<file path="src/rtl/sdram_burst_reader.sv">
// Streams a burst of sequential SDRAM reads: issues read commands into the controller FIFO,
// captures the un-throttled return path into a local buffer and replays it as a valid/ready stream.
module sdram_burst_reader #(
  parameter int DEPTH = 16,
  localparam int CW = $clog2(DEPTH + 1)
) (
  input  logic        clk,
  input  logic        rst,
  input  logic        start,
  input  logic [24:0] base_addr,
  input  logic [15:0] length,
  output logic        busy,
  output logic        done,
  output logic        err,
  output logic        cmd_write,
  input  logic        cmd_full,
  output logic        cmd_is_write,
  output logic [24:0] cmd_address,
  output logic [1:0]  cmd_write_mask,
  output logic [15:0] cmd_write_data,
  input  logic        rd_valid,
  input  logic [24:0] rd_addr,
  input  logic [15:0] rd_data,
  output logic        out_valid,
  input  logic        out_ready,
  output logic [15:0] out_data,
  output logic        out_last
);
  localparam int AW = $clog2(DEPTH);
  localparam logic [AW:0] PTR_ONE = 1;

  typedef enum logic [1:0] {IDLE, ISSUE, DRAIN, FIN} state_t;

  state_t        state_q, state_d;
  logic [24:0]   base_q, base_d;
  logic [15:0]   len_q, len_d;
  logic [15:0]   issue_cnt_q, issue_cnt_d;
  logic [15:0]   rx_cnt_q, rx_cnt_d;
  logic [15:0]   pop_cnt_q, pop_cnt_d;
  logic [CW-1:0] credits_q, credits_d;
  logic          err_q, err_d;
  logic [AW:0]   wr_ptr_q, rd_ptr_q;
  logic [15:0]   mem_q [DEPTH];

  logic        issue, pop, push, rx_open, empty, full;
  logic [24:0] exp_addr;

  // Extra pointer bit distinguishes full from empty when the low bits match.
  assign empty = (wr_ptr_q == rd_ptr_q);
  assign full  = (wr_ptr_q[AW] != rd_ptr_q[AW]) && (wr_ptr_q[AW-1:0] == rd_ptr_q[AW-1:0]);

  assign out_valid = ~empty;
  assign out_data  = empty ? 16'd0 : mem_q[rd_ptr_q[AW-1:0]];
  assign out_last  = ~empty && (pop_cnt_q == len_q - 16'd1);
  assign pop       = out_valid & out_ready;

  // Credits bound reads in flight plus buffered words, so the return path can never overflow.
  assign cmd_write      = (state_q == ISSUE) && !cmd_full && (credits_q < CW'(DEPTH));
  assign issue          = cmd_write;
  assign cmd_address    = base_q + 25'(issue_cnt_q);
  assign cmd_is_write   = 1'b0;
  assign cmd_write_mask = 2'b11;
  assign cmd_write_data = 16'd0;

  assign exp_addr = base_q + 25'(rx_cnt_q);
  assign rx_open  = ((state_q == ISSUE) || (state_q == DRAIN)) && (rx_cnt_q != len_q);
  assign push     = rd_valid & rx_open;

  assign busy = (state_q != IDLE);
  assign done = (state_q == FIN);
  assign err  = err_q;

  always_comb begin
    state_d     = state_q;
    base_d      = base_q;
    len_d       = len_q;
    issue_cnt_d = issue_cnt_q;
    rx_cnt_d    = rx_cnt_q;
    pop_cnt_d   = pop_cnt_q;
    err_d       = err_q;
    credits_d   = credits_q + CW'(issue) - CW'(pop);
    if (issue) issue_cnt_d = issue_cnt_q + 16'd1;
    if (push)  rx_cnt_d    = rx_cnt_q + 16'd1;
    if (pop)   pop_cnt_d   = pop_cnt_q + 16'd1;
    case (state_q)
      IDLE: begin
        if (start) begin
          base_d      = base_addr;
          len_d       = length;
          issue_cnt_d = 16'd0;
          rx_cnt_d    = 16'd0;
          pop_cnt_d   = 16'd0;
          err_d       = 1'b0;
          state_d     = (length != 16'd0) ? ISSUE : FIN;
        end
      end
      ISSUE: begin
        if (issue && (issue_cnt_d == len_q)) state_d = DRAIN;
      end
      DRAIN: begin
        if ((rx_cnt_q == len_q) && (pop_cnt_q == len_q)) state_d = FIN;
      end
      FIN: state_d = IDLE;
      default: state_d = IDLE;
    endcase
    // Unexpected or misaddressed returns set the sticky flag; misaddressed words are still kept.
    if (rd_valid && (!rx_open || (rd_addr != exp_addr))) err_d = 1'b1;
  end

  always_ff @(posedge clk) begin
    if (rst) begin
      state_q     <= IDLE;
      base_q      <= '0;
      len_q       <= '0;
      issue_cnt_q <= '0;
      rx_cnt_q    <= '0;
      pop_cnt_q   <= '0;
      credits_q   <= '0;
      err_q       <= 1'b0;
      wr_ptr_q    <= '0;
      rd_ptr_q    <= '0;
    end else begin
      state_q     <= state_d;
      base_q      <= base_d;
      len_q       <= len_d;
      issue_cnt_q <= issue_cnt_d;
      rx_cnt_q    <= rx_cnt_d;
      pop_cnt_q   <= pop_cnt_d;
      credits_q   <= credits_d;
      err_q       <= err_d;
      if (push) wr_ptr_q <= wr_ptr_q + PTR_ONE;
      if (pop)  rd_ptr_q <= rd_ptr_q + PTR_ONE;
    end
  end

  always_ff @(posedge clk) begin
    if (push) mem_q[wr_ptr_q[AW-1:0]] <= rd_data;
  end

endmodule

</file>
<file path="config.mk">
export PLATFORM = sky130hd
export DESIGN_NAME = sdram_burst_reader
export DESIGN_NICKNAME = d
export VERILOG_FILES = /design/src/rtl/sdram_burst_reader.sv
export SDC_FILE = /design/constraint.sdc
export NUM_CORES = 1
export LEC_CHECK = 0
export BUFFER_PORTS_ARGS = -buffer_cell sky130_fd_sc_hd__buf_4
export CORE_ASPECT_RATIO = 1.5
export CORE_MARGIN = 8
export CORE_UTILIZATION = 40
export CTS_CLUSTER_SIZE = 10
export DETAILED_ROUTE_END_ITERATION = 10
export GPL_TIMING_DRIVEN = 0
export HOLD_SLACK_MARGIN = 0.1
export PLACE_DENSITY = 0.56
export RECOVER_POWER = 50
export REMOVE_ABC_BUFFERS = 1
export SKIP_CTS_REPAIR_TIMING = 1
export SLEW_MARGIN = 10
export SYNTH_ARGS = -nofsm -noshare
export SYNTH_HDL_FRONTEND = slang
export SYNTH_SLANG_ARGS = --single-unit
</file>
<file path="constraint.sdc">
create_clock -name clk -period 10.8 [get_ports clk]
set_clock_uncertainty 0.15 [all_clocks]
set_input_delay 0.54 -clock clk [delete_from_list [all_inputs] [get_ports clk]]
set_output_delay 0.54 -clock clk [all_outputs]
set_load 0.02 [all_outputs]
</file>
# Word level (Yosys, flattened, before mapping)
# Memory sizes are Yosys's and may differ from the RTL's. A register that Yosys moved wholly into a read port is not among the register bits.
# Cells that the tools add are included.
classes:
  n_reduce_logical: 19
  eq_ne: 13
  muxes: 22
  n_bitwise: 3
  addsub: 10
  magnitude_cmp: 1
ops:
  columns: ["operator", "count"]
  rows:
  - ["16-bit 2-to-1 mux", 10]
  - ["16-bit equality test", 4]
  - ["25-bit by 16-bit adder with 25-bit output", 2]
  - ["16-bit by 1-bit adder with 16-bit output (second input constant)", 3]
  - ["25-bit != test", 1]
  - ["16-bit != test", 1]
  - ["16-bit nonzero test", 1]
  - ["16-bit by 1-bit subtractor with 16-bit output (second input constant)", 1]
  - ["5-bit by 1-bit adder with 5-bit output (second input constant)", 2]
  - ["2-bit 2-to-1 mux", 4]
  - ["4-bit 2-to-1 mux", 2]
  - ["2-bit one-hot mux with 4 select lines", 1]
  - ["1-bit logical AND", 7]
  - ["2-bit nonzero test", 3]
  - ["5-bit by 1-bit adder with 5-bit output", 1]
  - ["5-bit equality test", 1]
  - ["5-bit < comparator (second input constant)", 1]
  - ["1-bit 2-to-1 mux", 5]
  - ["5-bit by 1-bit subtractor with 5-bit output", 1]
  - ["2-bit equality test (second input constant)", 2]
  - ["2-bit by 1-bit != test with 1-bit output (second input constant)", 2]
  - ["2-bit AND reduction", 2]
  - ["3-bit AND reduction", 1]
  - ["1-bit bitwise AND", 2]
  - ["other kinds (6)", 8]
word_totals:
  elab_cells: 79
  in_bits: 88
  mem_count: 1
  output_inout_bits: 66
  regBits: 107
  mem_bits_rw: 256
mem_list:
  columns: ["name", "words", "width", "rd", "rd_clocked_by_memory_dff", "wr", "line", "rtl"]
  rows:
  - ["mem_q", 16, 16, 1, 1, 1, "43", "logic [15:0] mem_q [DEPTH];"]

# Logic depth before layout (Yosys ltp)
# Gate-level depths: netlist of run 1.
logic_depth:
  depth_word: 8
  mapped_depth: 16
  mapped_depth_nobuf: 14

# Worst setup path before layout of run 1
# Ideal clock, no wire load.
synth_path:
  path_kind: "flip-flop to flip-flop"
  start: "register len_q[12]"
  end: "memory mem_q[1][0], enable pin"
  setup_time_ps: 409
  stages_incl_launch_ff: 9
  path_slack_ps: 7374
  path_buffers: 2
  synth_period_minus_slack_ps: 3426
  required_ps: 10241
  arrival_ps: 2866
  cell_sequence: "dfxtp_1 clkbuf_1 xor2_1 nor4_1 a41oi_1 and2_1 buf_1 nand2_1 nor3_1"
synth_via:
  elab_chain_cells: 5
synth_rtl:
  columns: ["item", "line", "rtl"]
  rows:
  - ["from (decl)", "36", "logic [15:0] len_q, len_d;"]
  - ["from (signal assigned)", "125", "len_q <= len_d;"]
  - ["16-bit != test", "66", "assign rx_open = ((state_q == ISSUE) || (state_q == DRAIN)) && (rx_cnt_q != len_q);"]
  - ["1-bit logical AND", "66", null]
  - ["1-bit bitwise AND", "67", "assign push = rd_valid & rx_open;"]
  - ["1-bit 2-to-1 mux", "137", "if (push) mem_q[wr_ptr_q[AW-1:0]] <= rd_data;"]
  - ["1-bit 2-to-1 mux (implied by the code)", "137", null]
  - ["to (decl)", "43", null]
# No other way between the ends.

# Worst setup path after layout of run 1
layout_path:
  start: "register issue_cnt_q[0]"
  end: "output port cmd_address[22]"
layout_via:
  elab_chain_cells: 1
layout_rtl:
  columns: ["item", "line", "rtl"]
  rows:
  - ["from (decl)", "37", "logic [15:0] issue_cnt_q, issue_cnt_d;"]
  - ["from (signal assigned)", "126", "issue_cnt_q <= issue_cnt_d;"]
  - ["25-bit by 16-bit adder with 25-bit output", "60", "assign cmd_address = base_q + 25'(issue_cnt_q);"]
  - ["to (decl)", "18", "output logic [24:0] cmd_address,"]
# No other way between the ends.

==> impl_metrics.yaml, run 1 <==
timing:
  setup_viol: 0
  fmax_mhz: 229
  final.setup.tns_ns: 0
  fin_crit_ns: 4.38
  max_slew_margin: -0.457
  grt_setup_unrepaired: "no"
  worst_pin_slew_ns: 2.18
  hold_viol_final: 0
  whs_ns: 0.0869
  finalMaxSlewViolations: 42
  finalWorstSetupSlack_ns: 6.42
  fin_crit_sh: 0.405
yosys:
  yosys-top-cells-count: "256 x edfxtp_1, 144 x nand2_1, 119 x nor2_1"
  synth_mux_area_frac: 0.105
  synth-edff-count: 256
  synth_cell_types: 69
  synth_top_family_by_area: "simple AND/OR/NAND/NOR gates"
  yosysMostFrequentCell: "edfxtp_1"
  synth_seq_area_share: 0.556
  netlist_area_um2: 17800
  ys_seq_elements: 367
  ys_async_sr_fraction: 0
  synth.area.top_cells: "edfxtp_1 43%, dfxtp_1 12%, mux4_2 10%"
  yosys.area_share.simple: 0.117
  synth_warnings: 0
  synth_adder_area_share: 0.0392
  synth_ff_type: "edfxtp_1"
  synth_top_area_share: 0.431
  synth_xor_area_frac: 0.0845
  synthCells: 1432
  synth_area_per_cell_um2: 12.5
  synth_compound_area_frac: 0.0654
  synth.largest_area_cell: "edfxtp_1"
clocking:
  cts_tree: "yes"
  cts_made_buffers: 43
  htreeDepth: 2
  cts.sinks: 367
  root_buffer: "clkbuf_16"
  clkTransAtPathRegs_ns: 0.06
  max-clock-path-buffers: 3
  insertion_delay_ns: 0.55
routing:
  firstDrtPassIters: 5
  drt_iter0_markers: 483
  ant_nets: 0
  wl_per_cell_um: 20.6
  viasPerCell: 5.30
  dr_total_vias: 11600
  drt_wl_total_mm: 45.1
  drc: 0
critical_path:
  max_stage_delay_ns: 0.45
  reg2regPathDepth: 14
  cp.required_ns: 10.11
  crit_arrival_ns: 3.69
  start_kind: "flip-flop"
  crit_chain: "ha_1, inv_1, fa_1, nor2b_1, o21ai_1, a21boi_1, o21ai_1, a21oi_1, a211o_1, a41oi_1, nor2_1, xor2_1, buf_4"
  crit_path_end_kind: "output port"
  cpMostUsedCell: "o21ai_1"
  worstReg2RegEnd: "credits_q[4]"
  worst_r2r_startpoint: "wr_ptr_q[2]"
  path_class: "flip-flop to output port"
  cp_num_buf_inv: 2
  cp_top_family: "compound AO/OA/AOI/OAI gates"
  crit_fanout: 6
  r2r_slack_ns: 6.60
  critical_path.slowest_cell: "dfxtp_1"
placement:
  placed_cell_area_um2: 19600
  place_inst: 2091
  io_buffers: 134
  routabilityCongestion: 0.880
  place_worst_setup_slack_ns: 7.00
  hpwl_mm: 31.1
pwr:
  seqPwrFrac: 0.417
  leakage_nw: 7.48
  p_int_mw: 2.84
  clkPwrFrac: 0.328
  power_density_nw_per_um2: 194
  peakVddDrop_mv: 0.150
  p_comb_frac: 0.255
  p_total_mw: 4.07
  swShare: 0.302
  p_switching_mw: 1.23
run_status:
  status: "complete, but fails checks"
  failed_checks: "capacitance limit, slew limit"
global_route:
  grt_max_degree: 62
  antenna_found_initial: 1
  grt_pass1_vias: 12000
  grt_pass1_wl_mm: 68.9
  grt_remaining_overflow: 0
  grt.total_usage: 0.172
worst_hold_path:
  worstHoldStart: "base_addr[2]"
  min_to: "base_q[2]"
  whs_path_depth: 3
  hold_path.class: "primary input to flip-flop"
final_layout:
  post-route-util: 0.471
  fin_area_um2: 20900
  drive_gt1_frac: 0.178
  nets: 1715
  area_growth_syn_to_layout_pct: 17.4
  final-instance-count-excl-fill: 2188
floorplanning:
  die_w_um: 188
  dieHeight_um: 275
  dieArea_um2: 51700
  io_pins: 154
  core_um2: 44500
  std_cell_rows: 95
  start_util: 0.401
flow_run:
  max-cap-violations: 1
==> how the worst max path moves through the flow <==
stage / start / end / slack, ns / cells after the start
final: issue_cnt_q[0] / cmd_address[22] / 6.42 / 13
after global routing: issue_cnt_q[0] / cmd_address[22] / 6.15 / 13
after CTS: issue_cnt_q[0] / cmd_address[18] / 6.41 / 13
after detailed placement: issue_cnt_q[0] / cmd_address[18] / 7.00 / 13
after global placement: wr_ptr_q[2] / credits_q[4] / 3.88 / 14
after floorplan: flip-flop / out_data[0] / 6.08 / 3
==> cell type report <==
class	instances	area (um^2)
inverters	39	151
fillers	4111	23500
clock buffers	73	1220
multi-input cells	951	7490
repair buffers	171	1360
well taps	582	728
flip-flops and latches	367	9920
diodes	1	2.50
clock inverters	4	53.8
==> power groups by stage <==
stage | Sequential [mW] | Clock, mW | Combinational, mW
4_1_cts | 1.70 | 1.37 | 1.06
3_5_place_dp | 1.73 | 0 | 1.05
5_1_grt | 1.71 | 1.42 | 1.13
2_1_floorplan | 1.70 | 0 | 0.683
3_3_place_gp | 1.76 | 0 | 0.988
6_report | 1.70 | 1.33 | 1.04
==> cells by family after synthesis <==
logic type / after synthesis
AND/OR/NAND/NOR: 444
multiplexers: 87
XOR/XNOR: 164
AO/OA/AOI/OAI: 183
other: 2
adder cells (fa/ha/maj): 54
flip-flops: 367
buffers and inverters: 131
==> cells in the final DEF, fill, tap and decap left out, types with 8 or more instances in the layout <==
cell	instances
edfxtp_1	256
nand2_1	144
clkbuf_1	51
nor4_1	18
a21o_1	10
mux4_2	80
xnor2_1	69
nor2b_1	25
dlygate4sd3_1	19
nor3_1	17
dfxtp_1	108
conb_1	19
nor2_1	107
nand3_1	35
clkbuf_16	44
xor2_1	90
nand4_1	21
ha_1	51
or3_1	10
inv_1	38
nor2_4	8
buf_4	115
a211oi_1	12
a21oi_1	75
and3_1	18
o21ai_0	24
nand2b_1	8
==> registers in the layout, summed over array words and instances (netlist names), named ones only <==
register / cells
state_q: 2
wr_ptr_q: 5
err: 1
rd_ptr_q: 5
rx_cnt_q: 16
mem_q: 256
issue_cnt_q: 16
len_q: 16
credits_q: 5
base_q: 25
pop_cnt_q: 16
==> per-layer routing <==
layer	part of all wire	up-vias	wire (um)	GRT usage
met2	0.54	224	24400	0.330
met1	0.39	5776	17600	0.188
met5	0	-	0	0
li1	-	5508	-	-
met3	0.033	87	1490	0.0252
met4	0.035	0	1590	0.0672
==> worst reg2reg max path, delay by kind of cell, from the launching register on <==
| kind | cells | cell delay [ns] |
|---|---|---|
| simple gates | 4 | 1.64 |
| xor+xnor | 2 | 0.32 |
| compound gates | 2 | 0.17 |
| fa+ha+maj | 3 | 1.00 |
| buf+inv | 3 | 0.19 |
| flops | 1 | 0.59 |
No activity file was read; power rests on OpenSTA's default activity.
==> run 2: changes to the inputs <==
--- a/config.mk
+++ b/config.mk
@@ -5,6 +5,7 @@
 export SDC_FILE = /design/constraint.sdc
 export NUM_CORES = 1
 export LEC_CHECK = 0
+export ABC_AREA = 1
 export BUFFER_PORTS_ARGS = -buffer_cell sky130_fd_sc_hd__buf_4
 export CORE_ASPECT_RATIO = 1.5
 export CORE_MARGIN = 8
==> constraint.sdc (replaced) <==
create_clock -name clk -period 4.25 [get_ports clk]
set_clock_uncertainty 0.15 [all_clocks]
set_input_delay 0.2125 -clock clk [delete_from_list [all_inputs] [get_ports clk]]
set_output_delay 0.2125 -clock clk [all_outputs]
set_load 0.02 [all_outputs]
==> impl_metrics.yaml, run 2 <==
critical_path:
  cp.required_ns: 3.89
  path_class: "flip-flop to output port"
  crit_chain: "ha_1, inv_1, fa_1, o21ai_1, a31oi_1, o21ai_1, nand3_1, nand2_1, inv_1, nor2_1, nand2_1, xnor2_1, buf_4"
  worstReg2RegEnd: "pop_cnt_q[7]"
  crit_fanout: 8
  max_stage_delay_ns: 0.60
  critical_path.slowest_cell: "dfxtp_1"
  reg2regPathDepth: 8
  worst_r2r_startpoint: "state_q[0]"
  crit_path_end_kind: "output port"
  crit_arrival_ns: 3.59
  r2r_slack_ns: 0.40
  start_kind: "flip-flop"
timing:
  grt_setup_unrepaired: "no"
  whs_ns: 0.137
  setup_viol: 0
  fmax_mhz: 253
  fin_crit_ns: 3.95
  worst_pin_slew_ns: 1.95
  finalMaxSlewViolations: 56
  max_slew_margin: -0.306
  hold_viol_final: 0
  fin_crit_sh: 0.929
yosys:
  yosys.area_share.simple: 0.188
  netlist_area_um2: 18500
  synthCells: 2011
  synth_cell_types: 48
  yosysMostFrequentCell: "nor2_1"
  synth.area.top_cells: "edfxtp_1 42%, dfxtp_1 12%, nor2_1 7.1%"
  synth_warnings: 0
  synth_ff_type: "edfxtp_1"
  ys_seq_elements: 367
  yosys-top-cells-count: "348 x nor2_1, 275 x nand2_1, 256 x edfxtp_1"
  synth_xor_area_frac: 0.0573
  synth_top_family_by_area: "simple AND/OR/NAND/NOR gates"
  synth_area_per_cell_um2: 9.20
  synth-edff-count: 256
  synth_top_area_share: 0.415
  synth_compound_area_frac: 0.126
  synth_mux_area_frac: 0.000608
  synth_seq_area_share: 0.535
  synth.largest_area_cell: "edfxtp_1"
  synth_adder_area_share: 0.0377
  ys_async_sr_fraction: 0
final_layout:
  nets: 2333
  final_cell_mix: "333 x nor2_1, 276 x nand2_1, 256 x edfxtp_1"
  drive_gt1_frac: 0.112
  final-instance-count-excl-fill: 2803
  fin_area_um2: 22100
  layout.cells.most_common: "nor2_1"
  area_growth_syn_to_layout_pct: 19.2
  largest_reg_flops: 256
  num_antenna_cells: 0
  post-route-util: 0.482
global_route:
  grt.total_usage: 0.193
  grt_remaining_overflow: 0
  grt_pass1_vias: 14800
  antenna_found_initial: 0
  grt_pass1_wl_mm: 80.9
  grt_max_degree: 85
clocking:
  cts_tree: "yes"
  htreeDepth: 2
  insertion_delay_ns: 0.55
  cts.sinks: 367
  max-clock-path-buffers: 3
  clkTransAtPathRegs_ns: 0.06
  cts_made_buffers: 43
  root_buffer: "clkbuf_16"
routing:
  ant_nets: 0
  viasPerCell: 5.30
  firstDrtPassIters: 5
  drt_iter0_markers: 774
  drt_wl_total_mm: 53.4
  drc: 0
  wl_per_cell_um: 19.0
  dr_total_vias: 14900
flow_run:
  max-cap-violations: 1
worst_hold_path:
  hold_path.class: "primary input to flip-flop"
  worstHoldStart: "rd_addr[12]"
  min_to: "err"
  whs_path_depth: 9
floorplanning:
  core_um2: 45800
  die_w_um: 192
  dieArea_um2: 53600
  start_util: 0.404
  io_pins: 154
  dieHeight_um: 279
  std_cell_rows: 96
pwr:
  peakVddDrop_mv: 0.451
  power_density_nw_per_um2: 557
  leakage_nw: 8.36
run_status:
  status: "complete, but fails checks"
  failed_checks: "capacitance limit, slew limit"
placement:
  placed_cell_area_um2: 20300
  routabilityCongestion: 0.903
  io_buffers: 134
  hpwl_mm: 36.3
  place_inst: 2667
run 2: changes by cell type in the layout (fill, tap and decap cells not counted), moves of 22 or more:
cell           previous run  this run
o221ai_1                  1        50
xnor2_1                  69        45
dlygate4sd3_1            19        67
o21ai_0                  24       221
mux4_2                   80         0
inv_1                    38       129
nor2_1                  107       333
a21oi_1                  75        97
nand3_1                  35        89
nor2b_1                  25         0
nand2_1                 144       276
run 2: worst max-delay path by stage:
stage                    from              end  slack, ns  cells past startpoint
3_3_place_gp        flip-flop     out_data[13]      -5.20                      8
3_5_place_dp       state_q[0]     pop_cnt_q[7]      -0.56                      8
4_1_cts            state_q[0]   issue_cnt_q[7]      -0.57                      8
5_1_grt        issue_cnt_q[0]  cmd_address[22]       0.02                     13
2_1_floorplan       flip-flop     out_data[14]      -1.09                      7
6_report       issue_cnt_q[0]  cmd_address[22]       0.30                     13
run 2: power by group:
| group | total (mW) | switching, mW | internal, mW |
|---|---|---|---|
| clock network | 3.36 | 1.40 | 1.95 |
| registers | 4.64 | 0.539 | 4.10 |
| logic | 4.28 | 2.71 | 1.57 |
run 2: metrics by stage:
step | setup WS, ns | power, mW | TNS [ns]
after global routing | 0.0235 | 13.0 | 0
final | 0.301 | 12.3 | 0
after global placement | -5.20 | 8.88 | -156.66
after detailed placement | -0.556 | 9.03 | -15.85
after CTS | -0.565 | 12.4 | -16.96
after floorplan | -1.09 | 7.25 | -16.74
run 2: area by class of cell:
type | count | area (um^2)
fillers | 4306 | 23700
well taps | 588 | 736
inverters | 144 | 548
flip-flops and latches | 367 | 9920
clock inverters | 5 | 83.8
multi-input cells | 1416 | 7680
repair buffers | 219 | 1930
clock buffers | 64 | 1160
run 2: logic make-up (layout without fill, tap and decap cells):
logic type / count (synthesis) / in the layout
simple gates: 811 / 811
compound gates: 410 / 410
flops: 367 / 367
buf+inv: 245 / 432
xor+xnor: 121 / 121
fa+ha+maj: 54 / 54
other cells: 2 / 19
mux: 1 / 1
run 2: metal layers:
layer	up-vias	GRT usage	wire length (um)
li1	7246	-	-
met1	7069	0.218	20800
met2	426	0.358	28000
met3	124	0.0280	2760
met4	0	0.0740	1770
met5	-	0	0
run 2: worst max-delay path, delay by kind of cell, from the launching register on:
family / cells / cell delay [ns]
adder cells (fa/ha/maj): 2 / 0.73
AO/OA/AOI/OAI: 3 / 0.68
flip-flops: 1 / 0.60
AND/OR/NAND/NOR: 4 / 0.55
buffers and inverters: 3 / 0.34
XOR/XNOR: 1 / 0.14
